$ cat src/rtl/multi_nibble_adder_ctrl.sv
// Serial W-bit adder: one 4-bit adder slice is reused once per nibble, LSB first,
// with a carry register between nibbles. Results are held until the next accepted start.
module multi_nibble_adder_ctrl #(
    parameter int NIBBLES = 4
) (
    input  logic                   clk,
    input  logic                   rst_n,
    input  logic                   start,
    input  logic [4*NIBBLES-1:0]   a,
    input  logic [4*NIBBLES-1:0]   b,
    input  logic                   cin,
    output logic                   busy,
    output logic                   done,
    output logic [4*NIBBLES-1:0]   sum,
    output logic                   cout,
    output logic                   ovf
);

    localparam int W = 4 * NIBBLES;
    localparam int IDX_W = (NIBBLES > 1) ? $clog2(NIBBLES) : 1;
    localparam logic [IDX_W-1:0] LAST_IDX = IDX_W'(NIBBLES - 1);

    typedef enum logic [1:0] {
        S_IDLE,
        S_ADD,
        S_DONE
    } state_t;

    state_t           state_q, state_d;
    logic [IDX_W-1:0] idx_q, idx_d;
    logic             carry_q, carry_d;
    logic [W-1:0]     sum_q, sum_d;
    logic             cout_q, cout_d;
    logic             ovf_q, ovf_d;
    logic [W-1:0]     a_q, b_q;
    logic             load;

    logic [3:0]       nib_a, nib_b;
    logic [4:0]       slice;
    logic             msb_cin;

    // The single shared 4-bit slice; msb_cin recovers the carry into the nibble's top bit.
    always_comb begin
        nib_a = '0;
        nib_b = '0;
        for (int n = 0; n < NIBBLES; n++) begin
            if (idx_q == IDX_W'(n)) begin
                nib_a = a_q[4*n +: 4];
                nib_b = b_q[4*n +: 4];
            end
        end
        slice   = {1'b0, nib_a} + {1'b0, nib_b} + {4'b0000, carry_q};
        msb_cin = nib_a[3] ^ nib_b[3] ^ slice[3];
    end

    always_comb begin
        state_d = state_q;
        idx_d   = idx_q;
        carry_d = carry_q;
        sum_d   = sum_q;
        cout_d  = cout_q;
        ovf_d   = ovf_q;
        load    = 1'b0;
        case (state_q)
            S_IDLE, S_DONE: begin
                state_d = S_IDLE;
                if (start) begin
                    state_d = S_ADD;
                    idx_d   = '0;
                    carry_d = cin;
                    load    = 1'b1;
                end
            end
            S_ADD: begin
                for (int n = 0; n < NIBBLES; n++) begin
                    if (idx_q == IDX_W'(n)) begin
                        sum_d[4*n +: 4] = slice[3:0];
                    end
                end
                carry_d = slice[4];
                if (idx_q == LAST_IDX) begin
                    state_d = S_DONE;
                    idx_d   = '0;
                    cout_d  = slice[4];
                    ovf_d   = msb_cin ^ slice[4];
                end else begin
                    idx_d = idx_q + 1'b1;
                end
            end
            default: state_d = S_IDLE;
        endcase
    end

    always_ff @(posedge clk or negedge rst_n) begin
        if (!rst_n) begin
            state_q <= S_IDLE;
            idx_q   <= '0;
            carry_q <= 1'b0;
            sum_q   <= '0;
            cout_q  <= 1'b0;
            ovf_q   <= 1'b0;
        end else begin
            state_q <= state_d;
            idx_q   <= idx_d;
            carry_q <= carry_d;
            sum_q   <= sum_d;
            cout_q  <= cout_d;
            ovf_q   <= ovf_d;
        end
    end

    // Operands are captured only on acceptance, so later input changes cannot leak in.
    always_ff @(posedge clk) begin
        if (load) begin
            a_q <= a;
            b_q <= b;
        end
    end

    assign busy = (state_q == S_ADD);
    assign done = (state_q == S_DONE);
    assign sum  = sum_q;
    assign cout = cout_q;
    assign ovf  = ovf_q;

endmodule

$ cat config.mk
export PLATFORM = sky130hd
export DESIGN_NAME = multi_nibble_adder_ctrl
export DESIGN_NICKNAME = d
export VERILOG_FILES = /design/src/rtl/multi_nibble_adder_ctrl.sv
export SDC_FILE = /design/constraint.sdc
export NUM_CORES = 1
export LEC_CHECK = 0
export CAP_MARGIN = 10
export CORE_ASPECT_RATIO = 0.9
export CORE_UTILIZATION = 45
export CTS_BUF_LIST = sky130_fd_sc_hd__clkbuf_4 sky130_fd_sc_hd__clkbuf_8
export CTS_CLUSTER_SIZE = 16
export DETAILED_ROUTE_END_ITERATION = 6
export GPL_ROUTABILITY_DRIVEN = 0
export PLACE_DENSITY = 0.73
export SYNTH_ARGS = -nofsm -noshare
export SYNTH_HDL_FRONTEND = slang
export SYNTH_SLANG_ARGS = --single-unit
$ cat constraint.sdc
create_clock -name clk -period 3.06 [get_ports clk]
set_clock_uncertainty 0.15 [all_clocks]
set_input_delay 0.459 -clock clk [delete_from_list [all_inputs] [get_ports clk]]
set_output_delay 0.459 -clock clk [all_outputs]
set_load 0.01 [all_outputs]
==> metrics, run 1 <==
Slew Viols, Final=0; Yosys top cell area share=0.406; most common cell in the netlist=edfxtp_1; # rows=24; Sink Count=55; Async S/R FF share, synth=0.418; layout net count=283; CP required=3.11 ns; share of cells above drive strength 1=0.130; Port Buffers=55; DR vias=around 1500; Initial Util=0.478; Filler Cell Count=approximately 400; vias in the first global route=1564; syn_nets=222; initial antenna violation count=0; Bufs on Longest Clock Path=2; worst vdd ir=474 µV; DR iter-0 viols=118; Die ar.=5550 µm²; Worst setup EP type=flip-flop; Avg Inst Size Synth=13.4 µm²; pre-CTS setup slack=0.0602 ns; FF+latch count, synth=55; first-pass GRT wire length=between 7 and 8 mm; routed wire length=4.23 mm; Sequential Area=1540 µm²; Cells after Synth=177; total power=around 3.3 mW; sequential share of the synthesized area=0.649; Chip Width=78.4 µm; Max-Cap Viols=0; min Tclk post-route=2.86 ns; crit share post-route=0.934; pwr dens=approximately 1100 nW/µm²; core area=4950 µm²; CTS tree=done; Post-synth EDFFs=32; aggregate global-route resource usage=0.174; clock slew at reported path FFs=about 0.10 ns; # diodes=0; via/cell ratio=between 4 and 5; warnings from Yosys=0; Top Ports=56; Synth Flop Type=edfxtp_1; 1st-pass router iterations=4; status=complete, no violations; number of buffers created by CTS=5; post-route ant nets=0; pin count of the biggest net entering global routing=25; root buf cell=clkbuf_8; Setup-failing EPs final=0; post-DP HPWL=3.07 mm; setup TNS=0 ns; post-CTS setup buffer count=0; Pleak=1.22 nW; Commonest cells post-synth=32 x edfxtp_1, 28 x nand2_1, 23 x dfrtp_1; CP Launch Type=flip-flop; ranking of synthesized cells by area=edfxtp_1 41%, dfrtp_1 24%, nand2_1 4.4%; Clock Latency Late Sink=0.31 ns; WL/cell=13.9 µm; post-route cell area=between 3000 and 4000 µm²; DRC=0; Distinct cells, synth=32; CP Max Fanout=6; post-layout util=0.626; Hold WC Path Type=reg -> reg; Area growth, synth to finish=31.0%; die height=slightly above 70 µm; endpoints failing hold=0; mapped cell area=approximately 2400 µm²; FMAX=about 350 MHz; setup slack after layout=0.202 ns; Worst-Margin Slew=0.573 ns; GR Overflow Total=0; class of the most critical setup path=reg -> reg; leading area contributor after synthesis=edfxtp_1; area post-placement=2980 µm²; CTS H-tree lvls=2; CP arrival=between 2 and 3 ns; Relative slew margins=0.618; area occupied by multi-input gates=between 700 and 800 µm²
==> worst max-delay path: stages (launching register included) <==
cell,delay (ns)
dfrtp_1,0.43
inv_1,0.13
ha_4,0.19
nor2b_1,0.06
a221oi_1,0.26
nor3_1,0.07
a21oi_1,0.17
fa_1,0.21
inv_1,0.06
fa_1,0.41
a21o_1,0.20
a21oi_4,0.16
xor2_1,0.17
o21ai_1,0.07
==> report_power, final <==
group	switching, mW	internal, mW
clock network	0.227	0.170
logic	0.931	0.811
registers	0.108	1.03
==> layer usage <==
metal  routed length, µm  up-vias  global-route usage
met5                   0        -                   0
met4                  72        0              0.0720
met3                 200        7              0.0413
met2                2010       49               0.275
met1                1950      702               0.231
li1                    -      750                   -
==> worst paths after layout <==
path | depth (start not counted) | endpoint | startpoint | slack (ns)
max | 13 | ovf$_DFFE_PN0P_ | idx_q[1]$_DFFE_PN0P_ | 0.20
min | 2 | sum[12]$_DFFE_PN0P_ | sum[12]$_DFFE_PN0P_ | 0.33
max reg2reg | 13 | ovf$_DFFE_PN0P_ | idx_q[1]$_DFFE_PN0P_ | 0.20
min reg2reg | 2 | sum[12]$_DFFE_PN0P_ | sum[12]$_DFFE_PN0P_ | 0.33
max in group asynchronous | 2 | idx_q[0]$_DFFE_PN0P_ | rst_n | 2.15
min in group asynchronous | 2 | sum[4]$_DFFE_PN0P_ | rst_n | 0.36
==> flip-flops by register name, summed over array words and instances (netlist names) <==
name	count
a_q	16
b_q	16
carry_q	1
cout	1
idx_q	2
ovf	1
state_q	2
sum	16
==> layout by cell type (no fill, tap or decap), types with 2 or more instances in the layout <==
cell             count
a21oi_1             15
and2b_1              2
buf_4                5
clkbuf_8             5
clkdlybuf4s50_1     55
dfrtp_1             22
edfxtp_1            32
fa_1                 2
ha_1                 4
ha_2                 2
inv_1                5
mux2_2               3
nand2_1             28
nand2_4              4
nand3b_1             7
nor2b_1              4
nor3_1               2
o21ai_0             12
o21ai_1              9
==> layout make-up <==
class / count / area share
Inverter: 6 / 0.00888
Multi-Input combinational cell: 109 / 0.244
Clock inverter: 2 / 0.00363
Clock buffer: 6 / 0.0246
Sequential cell: 55 / 0.496
Timing Repair Buffer: 61 / 0.196
Tap cell: 65 / 0.0262
==> cell families after synthesis <==
kind of cell	share of synthesized area
AO/OA/AOI/OAI	0.106
flip-flops	0.649
XOR/XNOR	0.0111
multiplexers	0.0206
adder cells (fa/ha/maj)	0.0539
buffers and inverters	0.0444
AND/OR/NAND/NOR	0.114
==> through the flow <==
stage / std cells / hold slack [ns]
2_1_floorplan: 177 / 0.0134
3_3_place_gp: 296 / 0.311
3_5_place_dp: 296 / 0.321
4_1_cts: 304 / 0.342
5_1_grt: 304 / 0.364
6_report: 304 / 0.335
==> timing repair <==
item | CTS | global route
resized for setup | 0 | 7
endpoints found under the hold margin | 0 | 0
setup endpoints to repair | 0 | 11
hold buffers | 0 | 0
Note: power is estimated with default switching activity, not from simulation.
==> inputs of run 2 (changes only) <==
--- a/config.mk
+++ b/config.mk
@@ -7,6 +7,7 @@
 export LEC_CHECK = 0
 export CAP_MARGIN = 10
 export CORE_ASPECT_RATIO = 0.9
+export CORE_MARGIN = 2
 export CORE_UTILIZATION = 45
 export CTS_BUF_LIST = sky130_fd_sc_hd__clkbuf_4 sky130_fd_sc_hd__clkbuf_8
 export CTS_CLUSTER_SIZE = 16
==> metrics, run 2 (synthesis results as in run 1) <==
placed cell count=298 (+0.68%); 1st-pass router iterations=4 (unchanged); Levels on crit path=13 (unchanged); post-route ant nets=0 (unchanged); die height=72.8 µm (+2.8%); cell family with most CP delay=compound AO/OA/AOI/OAI gates; Port Buffers=55 (unchanged); Initial Util=0.458 (-0.0191); class of the most critical setup path=reg -> reg; Worst-Margin Slew=0.425 ns (-0.148 ns); CP arrival=2.95 ns (+0.04 ns); Max-Cap Viols=0 (unchanged); reg2reg start=idx_q[1]$_DFFE_PN0P_; post-DP HPWL=3.16 mm (+2.8%); DR vias=1487 (-1.4%); FMAX=343 MHz (-2.0%); CTS H-tree lvls=2 (unchanged); Filler Cell Count=440 (+8.6%); R2R cell count=13 (unchanged); core area=5160 µm² (+4.2%); reg2reg setup slack=0.15 ns (-0.06 ns); routed wire length=4.23 mm (about the same); CP max stage cell=dfrtp_1; area post-placement=2970 µm² (-0.34%); initial antenna violation count=0 (unchanged); CP Launch Type=flip-flop; Pleak=1.22 nW (-0.38%); total power=3.19 mW (-2.8%); number of buffers created by CTS=5 (unchanged); # diodes=0 (unchanged); CP cell instances=inv_1, ha_2, nor2b_1, a221oi_1, nor3_1, a21oi_1, fa_1, inv_1, fa_1, a21o_1, a21oi_2, xor2_1, o21ai_1; hold depth=2 (unchanged); share of cells above drive strength 1=0.113 (-0.0167); WL/cell=13.8 µm (-0.56%); Die ar.=5850 µm² (+5.4%); via/cell ratio=4.86 (-2.0%); Hold WC Path Type=reg -> reg; pwr dens=1040 nW/µm² (-1.7%); Clock Latency Late Sink=0.30 ns (about the same); Bufs on Longest Clock Path=2 (unchanged); Setup crit start=idx_q[1]$_DFFE_PN0P_; Area growth, synth to finish=29.6%; CP required=3.10 ns (about the same); Worst setup EP type=flip-flop; layout net count=283 (unchanged); Setup-failing EPs final=0 (unchanged); vias in the first global route=1528 (-2.3%); post-CTS sizing=0 (unchanged); Sink Count=55 (unchanged); endpoints failing hold=0 (unchanged); root buf cell=clkbuf_8; worst vdd ir=478 µV (+0.90%); final cell count without fillers=306 (+0.66%); Worst Setup EP=ovf$_DFFE_PN0P_; commonest non-fill, non-tap cell in the layout=clkdlybuf4s50_1; clock slew at reported path FFs=0.09 ns (about the same); post-route cell area=3070 µm² (-1.1%); first-pass GRT wire length=7.13 mm (-1.7%); DRC=0 (unchanged); GR Overflow Total=0 (unchanged); post-CTS setup buffer count=0 (unchanged); post-layout util=0.594 (-0.0316); # hold bufs at CTS=0 (unchanged); Relative slew margins=0.717 (+0.0986); min Tclk post-route=2.91 ns (+0.0572 ns); worst path bufs/invs=2 (unchanged); CTS tree=done; Slew Viols, Final=0 (unchanged); # rows=25 (+4.2%); unrepaired setup endpoints after global routing=yes; crit share post-route=0.953 (+0.0187); most frequent cells in the layout=55 x clkdlybuf4s50_1, 32 x edfxtp_1, 28 x nand2_1; status=complete, no violations; CP Max Fanout=6 (unchanged); DR iter-0 viols=104 (-12%); Chip Width=80.4 µm (+2.5%); biggest cell delay along the critical path=0.43 ns (about the same); Top Ports=56 (unchanged); pin count of the biggest net entering global routing=36 (+44%); reg2reg end=ovf$_DFFE_PN0P_; aggregate global-route resource usage=0.161 (-0.0125)
[run 2: layer usage]
| layer | global-route usage | wire [µm] |
|---|---|---|
| met3 | 0.0520 | 228 |
| met4 | 0.0471 | 52 |
| met2 | 0.266 | 2040 |
| met1 | 0.205 | 1910 |
| met5 | 0 | 0 |
[run 2: worst min-delay path by stage]
stage / from / endpoint
floorplan: rst_n / carry_q$_DFFE_PN0P_
global placement: sum[7]$_DFFE_PN0P_ / sum[7]$_DFFE_PN0P_
detailed placement: sum[12]$_DFFE_PN0P_ / sum[12]$_DFFE_PN0P_
CTS: sum[12]$_DFFE_PN0P_ / sum[12]$_DFFE_PN0P_
global route: sum[7]$_DFFE_PN0P_ / sum[7]$_DFFE_PN0P_
finish: sum[12]$_DFFE_PN0P_ / sum[12]$_DFFE_PN0P_
[run 2: worst reg2reg max path, delay by kind of cell (launching register included)]
kind | cells | cell delay, ns
DFF | 1 | 0.43
AOI/OAI and AO/OA | 5 | 0.90
buffers and inverters | 2 | 0.15
adders and majority gates | 3 | 0.89
xor gates and xnor gates | 1 | 0.16
and+or+nand+nor | 2 | 0.14
[run 2: final cells by class]
class / instances / area [µm²] / share of cell area
Multi-Input combinational cell: 109 / 727 / 0.237
Clock buffer: 7 / 90.1 / 0.0294
Timing Repair Buffer: 61 / 596 / 0.194
Clock inverter: 1 / 5.00 / 0.00163
Tap cell: 67 / 83.8 / 0.0273
Inverter: 6 / 27.5 / 0.00898
Sequential cell: 55 / 1540 / 0.501
[run 2: power breakdown]
group / switching, mW / total [mW] / leakage (nW) / internal [mW]
Combinational: 0.886 / 1.64 / 0.583 / 0.755
Clock: 0.218 / 0.410 / 0.0517 / 0.192
Sequential: 0.105 / 1.14 / 0.583 / 1.03
[run 2: through the flow]
| stage | worst slack, ns | TNS (ns) | hold WS (ns) |
|---|---|---|---|
| finish | 0.145 | 0 | 0.332 |
| global route | -0.0296 | -0.0774 | 0.359 |
| global placement | 0.216 | 0 | 0.311 |
| detailed placement | 0.103 | 0 | 0.319 |
| CTS | 0.0724 | 0 | 0.340 |
| floorplan | 0.329 | 0 | 0.0134 |
==> inputs of run 3 (changes only) <==
--- a/config.mk
+++ b/config.mk
@@ -7,7 +7,7 @@
 export LEC_CHECK = 0
 export CAP_MARGIN = 10
 export CORE_ASPECT_RATIO = 0.9
-export CORE_MARGIN = 2
+export CORE_MARGIN = 10
 export CORE_UTILIZATION = 45
 export CTS_BUF_LIST = sky130_fd_sc_hd__clkbuf_4 sky130_fd_sc_hd__clkbuf_8
 export CTS_CLUSTER_SIZE = 16
==> metrics, run 3 (synthesis results as in run 1) <==
final cell count without fillers=307 (+0.33%); DR iter-0 viols=57 (-45%); 1st-pass router iterations=4 (unchanged); core area=4950 µm² (-4.0%); Port Buffers=55 (unchanged); CP arrival=2.89 ns (-0.06 ns); commonest non-fill, non-tap cell in the layout=clkdlybuf4s50_1; routed wl met3=451 µm (+98%); CTS tree=done; total power=3.22 mW (+1.0%); layout net count=286 (+1.1%); Hold WC Path Type=reg -> reg; pin count of the biggest net entering global routing=36 (unchanged); # hold bufs at CTS=0 (unchanged); share of cells above drive strength 1=0.124 (+0.0110); crit share post-route=0.929 (-0.0236); Worst setup EP type=flip-flop; highest metal used=met4; clock slew at reported path FFs=0.09 ns (about the same); min Tclk post-route=2.84 ns (-0.0721 ns); initial antenna violation count=0 (unchanged); number of buffers created by CTS=5 (unchanged); CP Launch Type=flip-flop; first-pass GRT wire length=7.58 mm (+6.2%); CP cell instances=ha_2, buf_4, a221oi_1, nor3_1, a21oi_1, fa_1, inv_1, fa_1, a21o_1, a21oi_2, xor2_1, o21ai_1; CP required=3.11 ns (about the same); DR vias=1536 (+3.3%); Worst-Margin Slew=0.426 ns (+0.00148 ns); # diodes=0 (unchanged); # rows=24 (-4.0%); post-DP HPWL=3.62 mm (+15%); Clock Latency Late Sink=0.30 ns (about the same); Bufs on Longest Clock Path=2 (unchanged); biggest cell delay along the critical path=0.45 ns (+0.02 ns); WL/cell=15.3 µm (+11%); routed wire length=4.70 mm (+11%); class of the most critical setup path=reg -> reg; Sink Count=55 (unchanged); setup TNS=0 ns (unchanged); hold depth=2 (unchanged); Chip Width=96.4 µm (+20%); R2R cell count=12 (-1); pwr dens=1040 nW/µm² (+0.37%); Top Ports=56 (unchanged); aggregate global-route resource usage=0.114 (-0.0476); Die ar.=8560 µm² (+46%); Slew Viols, Final=0 (unchanged); Area growth, synth to finish=30.4%; CP max stage cell=dfrtp_1; CP Max Fanout=13 (+7); Worst path most repeated cell=fa_1; Setup-failing EPs final=0 (unchanged); root buf cell=clkbuf_8; die height=88.8 µm (+22%); via/cell ratio=5.00 (+3.0%); CTS H-tree lvls=2 (unchanged); Relative slew margins=0.716 (-0.000984); M1 WL=2.00 mm (+4.8%); DRC=0 (unchanged); status=complete, no violations; Max-Cap Viols=0 (unchanged); post-route ant nets=0 (unchanged); met2 wire len=2.20 mm (+7.8%); vias in the first global route=1509 (-1.2%); worst vdd ir=444 µV (-7.2%); endpoints failing hold=0 (unchanged); Initial Util=0.478 (+0.0191); Pleak=1.23 nW (+1.2%); placed cell count=297 (-0.34%); unrepaired setup endpoints after global routing=yes; most frequent cells in the layout=55 x clkdlybuf4s50_1, 32 x edfxtp_1, 28 x nand2_1; FMAX=352 MHz (+2.5%); GR Overflow Total=0 (unchanged)
[run 3: changes by cell type in the layout (fill, tap and decap cells not counted), sizes merged]
cell	previous run	this run
buf	6	9
[run 3: path summary, 6_finish.rpt]
| check | slack [ns] | end | start |
|---|---|---|---|
| max in group asynchronous | 2.18 | sum[2]$_DFFE_PN0P_ | rst_n |
| setup reg to reg | 0.22 | ovf$_DFFE_PN0P_ | idx_q[0]$_DFFE_PN0P_ |
| hold reg to reg | 0.34 | sum[4]$_DFFE_PN0P_ | sum[4]$_DFFE_PN0P_ |
| min in group asynchronous | 0.35 | sum[0]$_DFFE_PN0P_ | rst_n |
| setup / recovery | 0.22 | ovf$_DFFE_PN0P_ | idx_q[0]$_DFFE_PN0P_ |
| hold / removal | 0.34 | sum[4]$_DFFE_PN0P_ | sum[4]$_DFFE_PN0P_ |
[run 3: power by group]
part / switching, mW / total (mW) / internal, mW
clock: 0.219 / 0.411 / 0.192
combinational: 0.888 / 1.67 / 0.784
sequential: 0.106 / 1.14 / 1.03
total: 1.21 / 3.22 / 2.01
[run 3: routing by layer]
layer,global-route usage,up-vias
met5,0,-
met4,0.0317,0
met3,0.0525,6
met2,0.187,45
met1,0.131,733
li1,-,752
[run 3: stage by stage]
step                      utilization  instance area [µm²]  setup WS [ns]  hold WS [ns]
final                           0.623                 3090          0.217         0.340
after detailed placement        0.600                 2970          0.113         0.322
after global routing            0.623                 3090        -0.0659         0.368
after global placement          0.600                 2970          0.203         0.315
after CTS                       0.619                 3070         0.0963         0.343
after floorplan                     -                 2370          0.329        0.0134
[run 3: what timing repair did]
item | CTS | global route
setup endpoints to repair | 0 | 11
buffers inserted | 0 | 2
resized for setup | 0 | 1
hold endpoints to repair | 0 | 0
[run 3: area by class of cell]
cell class | count | area, µm²
clock buffers | 7 | 90.1
flip-flops and latches | 55 | 1540
multi-input cells | 109 | 727
fillers | 414 | 1870
inverters | 6 | 27.5
well taps | 65 | 81.3
repair buffers | 64 | 618
clock inverters | 1 | 5.00
[run 3: worst max-delay path: cells and delay by family, from the launching register on]
kind | cells | cell delay [ns]
flip-flops | 1 | 0.45
buffers and inverters | 2 | 0.23
AND/OR/NAND/NOR | 1 | 0.07
adder cells (fa/ha/maj) | 3 | 0.86
AO/OA/AOI/OAI | 5 | 0.83
XOR/XNOR | 1 | 0.15
